[src/rtl/branch_predictor_btb_pkg.sv]
// Shared types and helpers for the BTB branch predictor: entry layout, PC field
// extraction and saturating direction-counter arithmetic.
package bp_pkg;

  // Storage is laid out at these maximum widths; upper bits stay zero for narrower configs.
  localparam int unsigned MAX_PC_W  = 64;
  localparam int unsigned MAX_TAG_W = 32;
  localparam int unsigned MAX_CTR_W = 8;

  typedef logic [MAX_PC_W-1:0]  pc_t;
  typedef logic [MAX_TAG_W-1:0] tag_t;
  typedef logic [MAX_CTR_W-1:0] ctr_t;

  typedef struct packed {
    logic valid;
    tag_t tag;
    pc_t  target;
    ctr_t ctr;
  } btb_entry_t;

  function automatic ctr_t ctr_max(int unsigned w);
    return MAX_CTR_W'((32'd1 << w) - 32'd1);
  endfunction

  // Weakly taken / weakly not taken.
  function automatic ctr_t ctr_wt(int unsigned w);
    return MAX_CTR_W'(32'd1 << (w - 1));
  endfunction

  function automatic ctr_t ctr_wnt(int unsigned w);
    return ctr_wt(w) - MAX_CTR_W'(1);
  endfunction

  function automatic logic ctr_msb(ctr_t ctr, int unsigned w);
    return ((ctr >> (w - 1)) & MAX_CTR_W'(1)) != '0;
  endfunction

  function automatic ctr_t ctr_next(ctr_t ctr, logic taken, int unsigned w);
    if (taken) return (ctr == ctr_max(w)) ? ctr : ctr + MAX_CTR_W'(1);
    return (ctr == '0) ? ctr : ctr - MAX_CTR_W'(1);
  endfunction

  function automatic int unsigned pc_idx(pc_t pc, int unsigned idx_w);
    pc_t mask = (pc_t'(1) << idx_w) - pc_t'(1);
    return 32'((pc >> 2) & mask);
  endfunction

  function automatic tag_t pc_tag(pc_t pc, int unsigned idx_w, int unsigned tag_w);
    pc_t mask = (pc_t'(1) << tag_w) - pc_t'(1);
    return MAX_TAG_W'((pc >> (idx_w + 2)) & mask);
  endfunction

endpackage

[src/rtl/branch_predictor_btb_if.sv]
// Fetch lookup, EX training/mispredict and perf-counter signals of the predictor.
interface branch_predictor_btb_if #(
  parameter int unsigned PC_W  = 64,
  parameter int unsigned CNT_W = 32
);
  logic [PC_W-1:0]  lookup_pc;
  logic             pred_hit;
  logic             pred_taken;
  logic [PC_W-1:0]  pred_next_pc;
  logic             upd_valid;
  logic [PC_W-1:0]  upd_pc;
  logic             upd_taken;
  logic [PC_W-1:0]  upd_target;
  logic             upd_uncond;
  logic             upd_pred_taken;
  logic [PC_W-1:0]  upd_pred_next_pc;
  logic             mispredict;
  logic [PC_W-1:0]  redirect_pc;
  logic             clear;
  logic [CNT_W-1:0] br_count;
  logic [CNT_W-1:0] mispred_count;

  modport master (
    output lookup_pc, upd_valid, upd_pc, upd_taken, upd_target, upd_uncond,
           upd_pred_taken, upd_pred_next_pc, clear,
    input  pred_hit, pred_taken, pred_next_pc, mispredict, redirect_pc,
           br_count, mispred_count
  );

  modport slave (
    input  lookup_pc, upd_valid, upd_pc, upd_taken, upd_target, upd_uncond,
           upd_pred_taken, upd_pred_next_pc, clear,
    output pred_hit, pred_taken, pred_next_pc, mispredict, redirect_pc,
           br_count, mispred_count
  );
endinterface

[src/rtl/branch_predictor_btb_sat_counter.sv]
// Saturating up-counter used for the predictor's performance statistics.
module sat_counter #(
  parameter int unsigned CNT_W = 32
) (
  input  logic             clk,
  input  logic             rst,
  input  logic             inc,
  output logic [CNT_W-1:0] count
);

  always_ff @(posedge clk or negedge rst) begin
    if (!rst) begin
      count <= '0;
    end else if (inc && (count != '1)) begin
      count <= count + CNT_W'(1);
    end
  end

endmodule

[src/rtl/branch_predictor_btb.sv]
// Direct-mapped BTB with per-entry saturating direction counters, trained from EX,
// plus mispredict detection and branch/mispredict statistics.
module branch_predictor_btb
  import bp_pkg::*;
#(
  parameter int unsigned PC_W    = 64,
  parameter int unsigned ENTRIES = 16,
  parameter int unsigned TAG_W   = 8,
  parameter int unsigned CTR_W   = 2,
  parameter int unsigned CNT_W   = 32
) (
  input logic                   clk,
  input logic                   rst,
  branch_predictor_btb_if.slave bp
);

  localparam int unsigned IDX_W   = $clog2(ENTRIES);
  localparam ctr_t        CtrMax  = ctr_max(CTR_W);
  localparam ctr_t        CtrWt   = ctr_wt(CTR_W);
  localparam ctr_t        CtrWnt  = ctr_wnt(CTR_W);

  btb_entry_t btb_q [ENTRIES];

  logic [IDX_W-1:0] lk_idx, up_idx;
  tag_t             lk_tag, up_tag;
  btb_entry_t       lk_e;
  logic             up_hit;
  logic             mispredict;

  always_comb begin
    lk_idx = IDX_W'(pc_idx(MAX_PC_W'(bp.lookup_pc), IDX_W));
    lk_tag = pc_tag(MAX_PC_W'(bp.lookup_pc), IDX_W, TAG_W);
    up_idx = IDX_W'(pc_idx(MAX_PC_W'(bp.upd_pc), IDX_W));
    up_tag = pc_tag(MAX_PC_W'(bp.upd_pc), IDX_W, TAG_W);
    lk_e   = btb_q[lk_idx];
    up_hit = btb_q[up_idx].valid && (btb_q[up_idx].tag == up_tag);
  end

  // Lookup reads only registered state, so a same-cycle update is seen next cycle.
  always_comb begin
    bp.pred_hit     = lk_e.valid && (lk_e.tag == lk_tag);
    bp.pred_taken   = bp.pred_hit && ctr_msb(lk_e.ctr, CTR_W);
    bp.pred_next_pc = bp.pred_taken ? PC_W'(lk_e.target) : bp.lookup_pc + PC_W'(4);
  end

  always_comb begin
    mispredict     = 1'b0;
    bp.redirect_pc = '0;
    if (bp.upd_valid) begin
      mispredict = (bp.upd_taken != bp.upd_pred_taken) ||
                   (bp.upd_taken && (bp.upd_target != bp.upd_pred_next_pc));
      bp.redirect_pc = bp.upd_taken ? bp.upd_target : bp.upd_pc + PC_W'(4);
    end
    bp.mispredict = mispredict;
  end

  always_ff @(posedge clk or negedge rst) begin
    if (!rst) begin
      for (int i = 0; i < int'(ENTRIES); i++) begin
        btb_q[i] <= '{valid: 1'b0, tag: '0, target: '0, ctr: CtrWnt};
      end
    end else if (bp.clear) begin
      for (int i = 0; i < int'(ENTRIES); i++) begin
        btb_q[i].valid <= 1'b0;
        btb_q[i].ctr   <= CtrWnt;
      end
    end else if (bp.upd_valid) begin
      if (up_hit) begin
        btb_q[up_idx].ctr <= bp.upd_uncond ? CtrMax
                                           : ctr_next(btb_q[up_idx].ctr, bp.upd_taken, CTR_W);
        if (bp.upd_taken) btb_q[up_idx].target <= MAX_PC_W'(bp.upd_target);
      end else if (bp.upd_taken) begin
        btb_q[up_idx] <= '{valid:  1'b1,
                           tag:    up_tag,
                           target: MAX_PC_W'(bp.upd_target),
                           ctr:    bp.upd_uncond ? CtrMax : CtrWt};
      end
    end
  end

  sat_counter #(
    .CNT_W (CNT_W)
  ) u_br_count (
    .clk   (clk),
    .rst   (rst),
    .inc   (bp.upd_valid),
    .count (bp.br_count)
  );

  sat_counter #(
    .CNT_W (CNT_W)
  ) u_mispred_count (
    .clk   (clk),
    .rst   (rst),
    .inc   (mispredict),
    .count (bp.mispred_count)
  );

endmodule
[src/flat_wrapper.sv]
// flat-port wrapper written by rule: the top's interface ports become plain ports
module branch_predictor_btb_flat import bp_pkg::*;
#(
  parameter int unsigned PC_W    = 64,
  parameter int unsigned ENTRIES = 16,
  parameter int unsigned TAG_W   = 8,
  parameter int unsigned CTR_W   = 2,
  parameter int unsigned CNT_W   = 32
)
  (clk, rst, bp_lookup_pc, bp_upd_valid, bp_upd_pc, bp_upd_taken, bp_upd_target, bp_upd_uncond, bp_upd_pred_taken, bp_upd_pred_next_pc, bp_clear, bp_pred_hit, bp_pred_taken, bp_pred_next_pc, bp_mispredict, bp_redirect_pc, bp_br_count, bp_mispred_count);
  branch_predictor_btb_if #(.PC_W(PC_W), .CNT_W(CNT_W)) bp_i ();
  input logic clk;
  input logic rst;
  input wire logic [$bits(bp_i.lookup_pc)-1:0] bp_lookup_pc;
  input wire logic [$bits(bp_i.upd_valid)-1:0] bp_upd_valid;
  input wire logic [$bits(bp_i.upd_pc)-1:0] bp_upd_pc;
  input wire logic [$bits(bp_i.upd_taken)-1:0] bp_upd_taken;
  input wire logic [$bits(bp_i.upd_target)-1:0] bp_upd_target;
  input wire logic [$bits(bp_i.upd_uncond)-1:0] bp_upd_uncond;
  input wire logic [$bits(bp_i.upd_pred_taken)-1:0] bp_upd_pred_taken;
  input wire logic [$bits(bp_i.upd_pred_next_pc)-1:0] bp_upd_pred_next_pc;
  input wire logic [$bits(bp_i.clear)-1:0] bp_clear;
  output wire logic [$bits(bp_i.pred_hit)-1:0] bp_pred_hit;
  output wire logic [$bits(bp_i.pred_taken)-1:0] bp_pred_taken;
  output wire logic [$bits(bp_i.pred_next_pc)-1:0] bp_pred_next_pc;
  output wire logic [$bits(bp_i.mispredict)-1:0] bp_mispredict;
  output wire logic [$bits(bp_i.redirect_pc)-1:0] bp_redirect_pc;
  output wire logic [$bits(bp_i.br_count)-1:0] bp_br_count;
  output wire logic [$bits(bp_i.mispred_count)-1:0] bp_mispred_count;
  assign bp_i.lookup_pc = bp_lookup_pc;
  assign bp_i.upd_valid = bp_upd_valid;
  assign bp_i.upd_pc = bp_upd_pc;
  assign bp_i.upd_taken = bp_upd_taken;
  assign bp_i.upd_target = bp_upd_target;
  assign bp_i.upd_uncond = bp_upd_uncond;
  assign bp_i.upd_pred_taken = bp_upd_pred_taken;
  assign bp_i.upd_pred_next_pc = bp_upd_pred_next_pc;
  assign bp_i.clear = bp_clear;
  assign bp_pred_hit = bp_i.pred_hit;
  assign bp_pred_taken = bp_i.pred_taken;
  assign bp_pred_next_pc = bp_i.pred_next_pc;
  assign bp_mispredict = bp_i.mispredict;
  assign bp_redirect_pc = bp_i.redirect_pc;
  assign bp_br_count = bp_i.br_count;
  assign bp_mispred_count = bp_i.mispred_count;
  branch_predictor_btb #(.PC_W(PC_W), .ENTRIES(ENTRIES), .TAG_W(TAG_W), .CTR_W(CTR_W), .CNT_W(CNT_W)) u_core (.clk(clk), .rst(rst), .bp(bp_i));
endmodule
[config.mk]
export PLATFORM = sky130hd
export DESIGN_NAME = branch_predictor_btb_flat
export DESIGN_NICKNAME = d
export VERILOG_FILES = /design/src/rtl/branch_predictor_btb_pkg.sv /design/src/rtl/branch_predictor_btb_if.sv /design/src/rtl/branch_predictor_btb_sat_counter.sv /design/src/rtl/branch_predictor_btb.sv /design/src/flat_wrapper.sv
export SDC_FILE = /design/constraint.sdc
export NUM_CORES = 2
export LEC_CHECK = 0
export BUFFER_PORTS_ARGS = -buffer_cell sky130_fd_sc_hd__buf_2
export CELL_PAD_IN_SITES_DETAIL_PLACEMENT = 1
export CELL_PAD_IN_SITES_GLOBAL_PLACEMENT = 2
export CORE_ASPECT_RATIO = 0.75
export CORE_UTILIZATION = 44
export CTS_CLUSTER_SIZE = 16
export DETAILED_ROUTE_END_ITERATION = 12
export HOLD_SLACK_MARGIN = 0.15
export PLACE_DENSITY = 0.81
export SLEW_MARGIN = 10
export SYNTH_ARGS = -nofsm -noshare
export SYNTH_HDL_FRONTEND = slang
export SYNTH_SLANG_ARGS = --single-unit
[constraint.sdc]
create_clock -name clk -period 5.8 [get_ports clk]
set_input_delay 0.87 -clock clk [delete_from_list [all_inputs] [get_ports clk]]
set_output_delay 0.87 -clock clk [all_outputs]
set_load 0.01 [all_outputs]
# Word-level counts from Yosys, hierarchy flattened
# Cells that the tools add are included.
[totals] output_inout_bits=195 input_bits=263 elab_cells=152 ff_bits=1744
[classes] order_cmp=3 muxes=53 n_addsub=6 eq_ne=7 n_bitwise=3 n_reduce_logical=14
[ops] cell="1680-bit 2-to-1 mux" n=4
[ops] cell="1680-bit bitwise mux" n=3
[ops] cell="105-bit demux with 4-bit select" n=3
[ops] cell="105-bit binary-select mux with 4-bit select" n=2
[ops] cell="105-bit 2-to-1 mux" n=5
[ops] cell="64-bit 2-to-1 mux" n=3
[ops] cell="9-bit 2-to-1 mux" n=15
[ops] cell="64-bit by 3-bit adder with 64-bit output (second input constant)" n=2
[ops] cell="8-bit 2-to-1 mux" n=10
[ops] cell="72-bit 2-to-1 mux" n=1
[ops] cell="32-bit by 1-bit adder with 32-bit output (second input constant)" n=2
[ops] cell="32-bit by 8-bit == test with 1-bit output" n=2
[ops] cell="32-bit inequality test (second input constant)" n=2
[ops] cell="64-bit inequality test" n=1
[ops] cell="5-bit greater-or-equal comparator (second input constant)" n=2
[ops] cell="4-bit NOT with 5-bit output" n=2
[ops] cell="8-bit by 1-bit adder with 8-bit output (second input constant)" n=1
[ops] cell="8-bit by 2-bit == test with 1-bit output (second input constant)" n=1
[ops] cell="8-bit zero test" n=1
[ops] cell="8-bit by 1-bit subtractor with 8-bit output (second input constant)" n=1
[ops] cell="1-bit logical AND" n=7
[ops] cell="1-bit 2-to-1 mux" n=7
[ops] cell="5-bit by 1-bit < comparator with 1-bit output (second input constant)" n=1
[ops] cell="2-bit nonzero test" n=2
[ops] cell="6 further kinds" n=6

# Longest topological paths before layout
[depth] word_depth=20 depth_mapped=15 mapped_depth_nobuf=10

# By module
# From an unflattened synthesis, not the netlist that was laid out.
[unflattened] hier_cells=5024 area_unflattened_um2=67476.0
[by_module_without_submodules] mod="branch_predictor_btb" cells_each=4744 area_each_um2=64430.5 seq_area_each_um2=32451.1 n_inst=1
[by_module_without_submodules] mod="sat_counter" cells_each=140 area_each_um2=1522.7 seq_area_each_um2=800.8 n_inst=2

# Worst setup path after synthesis
# Ideal clock, no wire load.
[synth_timing] path_kind="input -> output" from="in bp_upd_pc[3]" to="out bp_redirect_pc[63]" path_slack_ns=1.072 n_path_buf=6 t_required_ns=4.930 arrival_ns=3.858 path_stages=13 cell_sequence="buf_6 buf_4 buf_2 buf_4 buf_4 nand4_1 or3_1 clkbuf_1 nor4_1 nor2b_1 or3b_2 xor2_1 a21oi_1"
[synth_between] elab_chain_cells=3
[synth_rtl] item="from (decl)" line_no="flat_wrapper.sv:16" text="input wire logic [$bits(bp_i.upd_pc)-1:0] bp_upd_pc;"
[synth_rtl] item="64-bit by 3-bit adder with 64-bit output" line_no="branch_predictor_btb.sv:52" text="bp.redirect_pc = bp.upd_taken ? bp.upd_target : bp.upd_pc + PC_W'(4);"
[synth_rtl] item="64-bit 2-to-1 mux" line_no="branch_predictor_btb.sv:52"
[synth_rtl] item="64-bit 2-to-1 mux" line_no="branch_predictor_btb.sv:49" text="if (bp.upd_valid) begin"
[synth_rtl] item="to (decl)" line_no="flat_wrapper.sv:27" text="output wire logic [$bits(bp_i.redirect_pc)-1:0] bp_redirect_pc;"
# No other way between the ends.

# Worst setup path in the final report
[layout_timing] from="in bp_lookup_pc[2]" to="out bp_pred_next_pc[60]"
[layout_between] elab_chain_cells=8 word_cells_on_any_way=9
[layout_rtl] item="from (decl)" line_no="flat_wrapper.sv:14" text="input wire logic [$bits(bp_i.lookup_pc)-1:0] bp_lookup_pc;"
[layout_rtl] item="4-bit NOT with 5-bit output (implied by the code)" line_no="branch_predictor_btb.sv:35" text="lk_e = btb_q[lk_idx];"
[layout_rtl] item="105-bit binary-select mux with 4-bit select" line_no="branch_predictor_btb.sv:35"
[layout_rtl] item="105-bit 2-to-1 mux (implied by the code) (2 in series)" line_no="branch_predictor_btb.sv:35"
[layout_rtl] item="32-bit by 8-bit == test with 1-bit output" line_no="branch_predictor_btb.sv:41" text="bp.pred_hit = lk_e.valid && (lk_e.tag == lk_tag);"
[layout_rtl] item="1-bit logical AND" line_no="branch_predictor_btb.sv:41"
[layout_rtl] item="1-bit logical AND" line_no="branch_predictor_btb.sv:42" text="bp.pred_taken = bp.pred_hit && ctr_msb(lk_e.ctr, CTR_W);"
[layout_rtl] item="64-bit 2-to-1 mux (*)" line_no="branch_predictor_btb.sv:43" text="bp.pred_next_pc = bp.pred_taken ? PC_W'(lk_e.target) : bp.lookup_pc + PC_W'(4);"
[layout_rtl] item="to (decl)" line_no="flat_wrapper.sv:25" text="output wire logic [$bits(bp_i.pred_next_pc)-1:0] bp_pred_next_pc;"
# Every way passes the cells marked *; elsewhere a longest branch is shown, timed or not. The select of a mux whose other input is x is not followed.

==> results.md <==
- The flow ran to the end, and the final reports show no timing, DRC or antenna violations.
- Headroom to the max-slew limit came out at 0.199.
- The sum of routed wire length over all layers is 227 mm.
- In the finished design, the share of the clock period the worst path needs comes to 0.943.
- For this configuration, the core starts out at a cell density of 0.444.
- The count of routing violations after the opening detailed-route iteration is 3682.
- In this run the tool buffered the top-level ports with 457 buffer cells.
- The mean cell area of the mapped netlist is 13.8 um2.
- In this run the count of I/O pins placed on the die edge is 458.
- After global routing the overflow that remains totals 0.
- The class of the worst hold path is flop to flop.
- The final layout net count is 5462.
- The synthesized flop and latch total is 1360.
- The global routing usage summed across all routing layers is 0.293.
- The congestion estimate from routability-driven global placement came to 0.916.
- The final hold violation count came to 0.
- The cell sitting at the root of the clock tree is a clkbuf_16.
- The floorplan die height is 342 um.
- The cell count after synthesis came out at 4907.
- The number of max-slew violations in the final report is 0.
- Yosys printed 0 warnings.
- The total area inside the core boundary comes to 0.153 mm2.
- The number of antenna violations at the first check in global routing is 16.
- The part of the Yosys area used for sequential elements is 0.501.
- The count of H-tree levels built during CTS is 4.
- Summing every instance area after synthesis gives 0.0679 mm2.
- Detailed placement ended at an HPWL of 149 mm.
- After routing, the total negative slack on setup checks comes to 0 ps.
- Counting I/O delays and the setup requirement, the final critical path takes 5470 ps.
- The number of global-route vias before repair is 48400.
- The area growth from synthesis to layout is 14.2%.
- After the flow finishes, the layout carries non-filler instances totaling 7329.
- Synthesis produced a netlist with a net count of 5180.
- The number of synthesized flops with an enable pin is 0.
- Setup repair after global routing left no endpoint under its margin.
- The clock drives 1360 sinks.
- The critical path is of the primary input to primary output type.
- The via count normalized by instance count is 6.13.
- In this run, placement finished with an instance count of 7059.
- STA classifies the critical path startpoint as a primary input.
- For this run, asynchronously set or reset flops after synthesis account for 1.00.
- Max-cap violations in this run came to 0.
- TritonCTS created 143 clock buffers.
- Yosys attributes the largest share of cell area to dfrtp_1 (50%), mux2_2 (20%), mux4_2 (14%).
- The number of distinct library cells after synthesis is 63.
- The maximum root-to-sink buffer count is 3.
- After clock tree synthesis, the setup repair step added 0 buffers.
- The post-placement setup slack is 317 ps.
- Across all setup checks in the final design, the least slack found is 331 ps.
- Of the cells placed in the final design, the portion with a size suffix greater than 1 is 0.469.
- Setup violations remaining at the end of the flow were counted as 0.
- TritonCTS built the clock tree.
- The largest driver fanout on the critical path is 36.
- The number of nets still failing antenna checks after routing is 0.
- In the final routed layout, each cell accounts on average for 31.0 um.
- The share of synthesized area in the top cell type comes to 0.495.
- The die is 456 um wide.
- Entering global routing, the biggest net connects 157 pins.
- The die covers 0.156 mm2.
- At the worst endpoint, the required time is 4930 ps.
- The transition time of the tightest slew-check pin is 1200 ps.
- The floorplan has 124 rows.
- The total iterations of the first detailed-routing run is 6.
- The first global-routing pass estimated 338 mm of wire.
- The worst path arrival time is 4600 ps.
- The static leakage is 34.8 nW.
- The routed layout has 44900 vias.
- Clock latency on the worst-skew pair, taken at its later pin, is 780 ps.
- Static timing analysis puts the maximum clock frequency at 183 MHz.
- After detailed routing, the number of remaining DRC violations is 0.
- Dividing total power by cell area gives a power density of 317 mW/mm2.
- Clock-pin slew was measured on the worst setup and hold paths at 60 ps.
- Across the routed clock network, the largest skew measured is 18.5 ps.
- The library cell with the largest summed area after synthesis is dfrtp_1.
- The most used flip-flop cell after synthesis is dfrtp_1.
- STA classifies the critical path endpoint as a primary output.
- The worst vdd rail ir drop is 0.000264 V.
-- where the power goes --
part	leakage, nW	switching (mW)	internal (mW)
logic	14.3	1.70	1.87
clock network	2.42	4.01	5.71
registers	18.1	0.674	10.6
total	34.8	6.38	18.2
-- metrics by stage --
| step | util | power [mW] | hold WS [ps] | instance area [um2] |
|---|---|---|---|---|
| finish | 0.508 | 24.6 | 488 | 77600 |
| global placement | 0.475 | 14.8 | 473 | 72600 |
| global route | 0.507 | 25.5 | 509 | 77600 |
| detailed placement | 0.475 | 15.0 | 481 | 72600 |
| floorplan | - | 13.6 | 474 | 67900 |
| CTS | 0.507 | 24.8 | 493 | 77500 |
-- synthesized netlist by cell type, drive strengths merged (41+ instances only) --
cell	instances
a21oi	115
and3	41
buf	112
clkbuf	357
dfrtp	1344
inv	64
mux2	1177
mux2i	59
mux4	422
nand2	159
nand3	59
nand4	73
nor2	192
o211ai	65
o21ai	56
o31ai	48
xnor2	183
xor2	82
-- timing repair --
| action | in CTS | in global routing |
|---|---|---|
| hold buffers | 1 | 0 |
| resized for setup | 0 | 0 |
| hold endpoints to repair | 69 | 0 |
-- final timing paths --
kind,startpoint,endpoint,slack [ps],cells after the start
worst max-delay path,bp_lookup_pc[2],bp_pred_next_pc[60],330,11
worst min-delay path,u_core.u_br_count.count[19]$_DFFE_PN0P_,u_core.u_br_count.count[19]$_DFFE_PN0P_,490,1
worst max register to register,u_core.btb_q[599]$_DFFE_PN0P_,u_core.btb_q[1158]$_DFFE_PN0P_,1560,9
worst min register to register,u_core.u_br_count.count[19]$_DFFE_PN0P_,u_core.u_br_count.count[19]$_DFFE_PN0P_,490,1
max in group asynchronous,rst,u_core.btb_q[327]$_DFFE_PN0P_,3540,3
min in group asynchronous,rst,u_core.u_br_count.count[17]$_DFFE_PN0P_,650,2
-- final cells by class --
type / count / area (um2)
Clock inverter: 52 / 727
Fill cell: 14900 / 75300
Inverter: 65 / 246
Antenna cell: 9 / 22.5
Tap cell: 2016 / 2520
Multi-Input combinational cell: 3013 / 32000
Sequential cell: 1360 / 34100
Clock buffer: 208 / 4220
Timing Repair Buffer: 606 / 3810
-- cell usage in the layout (no fill, tap or decap), types with 18 or more instances in the layout --
cell type  instances
inv_1             61
o31ai_1           48
mux4_2           422
mux2i_1           59
xor2_1            82
a211oi_1          21
a31oi_1           20
clkbuf_16        147
o22ai_1           37
nor3_1            26
clkbuf_8          32
buf_4            122
nand3_1           58
mux2_2          1177
o211ai_1          65
clkbuf_1          30
a21oi_1          115
nor2_1           179
o21ai_0           56
buf_2            450
dfrtp_1         1344
and2_1            18
a32oi_1           18
and3_1            41
nand4_1           73
nand2_1          155
xnor2_1          183
buf_12            29
-- state kept, by name, indices dropped and copies added (netlist names) --
signal / count
u_core.u_br_count.count: 32
u_core.u_mispred_count.count: 32
u_core.btb_q: 1296
-- kinds of logic (layout without fill, tap and decap cells) --
| logic type | count (synthesis) | count (layout) | share of synthesized area |
|---|---|---|---|
| adder cells (fa/ha/maj) | 10 | 10 | 0.00184 |
| other | 0 | 9 | 0 |
| AND/OR/NAND/NOR | 642 | 642 | 0.0456 |
| multiplexers | 1658 | 1658 | 0.344 |
| AO/OA/AOI/OAI | 438 | 438 | 0.0426 |
| flip-flops | 1360 | 1360 | 0.501 |
| XOR/XNOR | 265 | 265 | 0.0342 |
| buffers and inverters | 534 | 931 | 0.0307 |
-- routing by layer --
layer,wire [um],track usage,vias to the layer above,share of wire
li1,-,-,18800,-
met1,97500,0.403,24400,0.43
met2,107000,0.459,1359,0.47
met3,11300,0.0431,377,0.050
met4,11300,0.145,4,0.050
met5,21,0,-,0.000093
-- critical path, stage by stage --
cell     delay, ps
buf_8          370
mux4_2         560
mux4_2         490
xnor2_1        200
nand2_1         80
nor3b_1        380
nand3_4        620
buf_12         410
nor2_1         300
a21oi_1        110
buf_2          160
(Power assumes the default switching activity.)
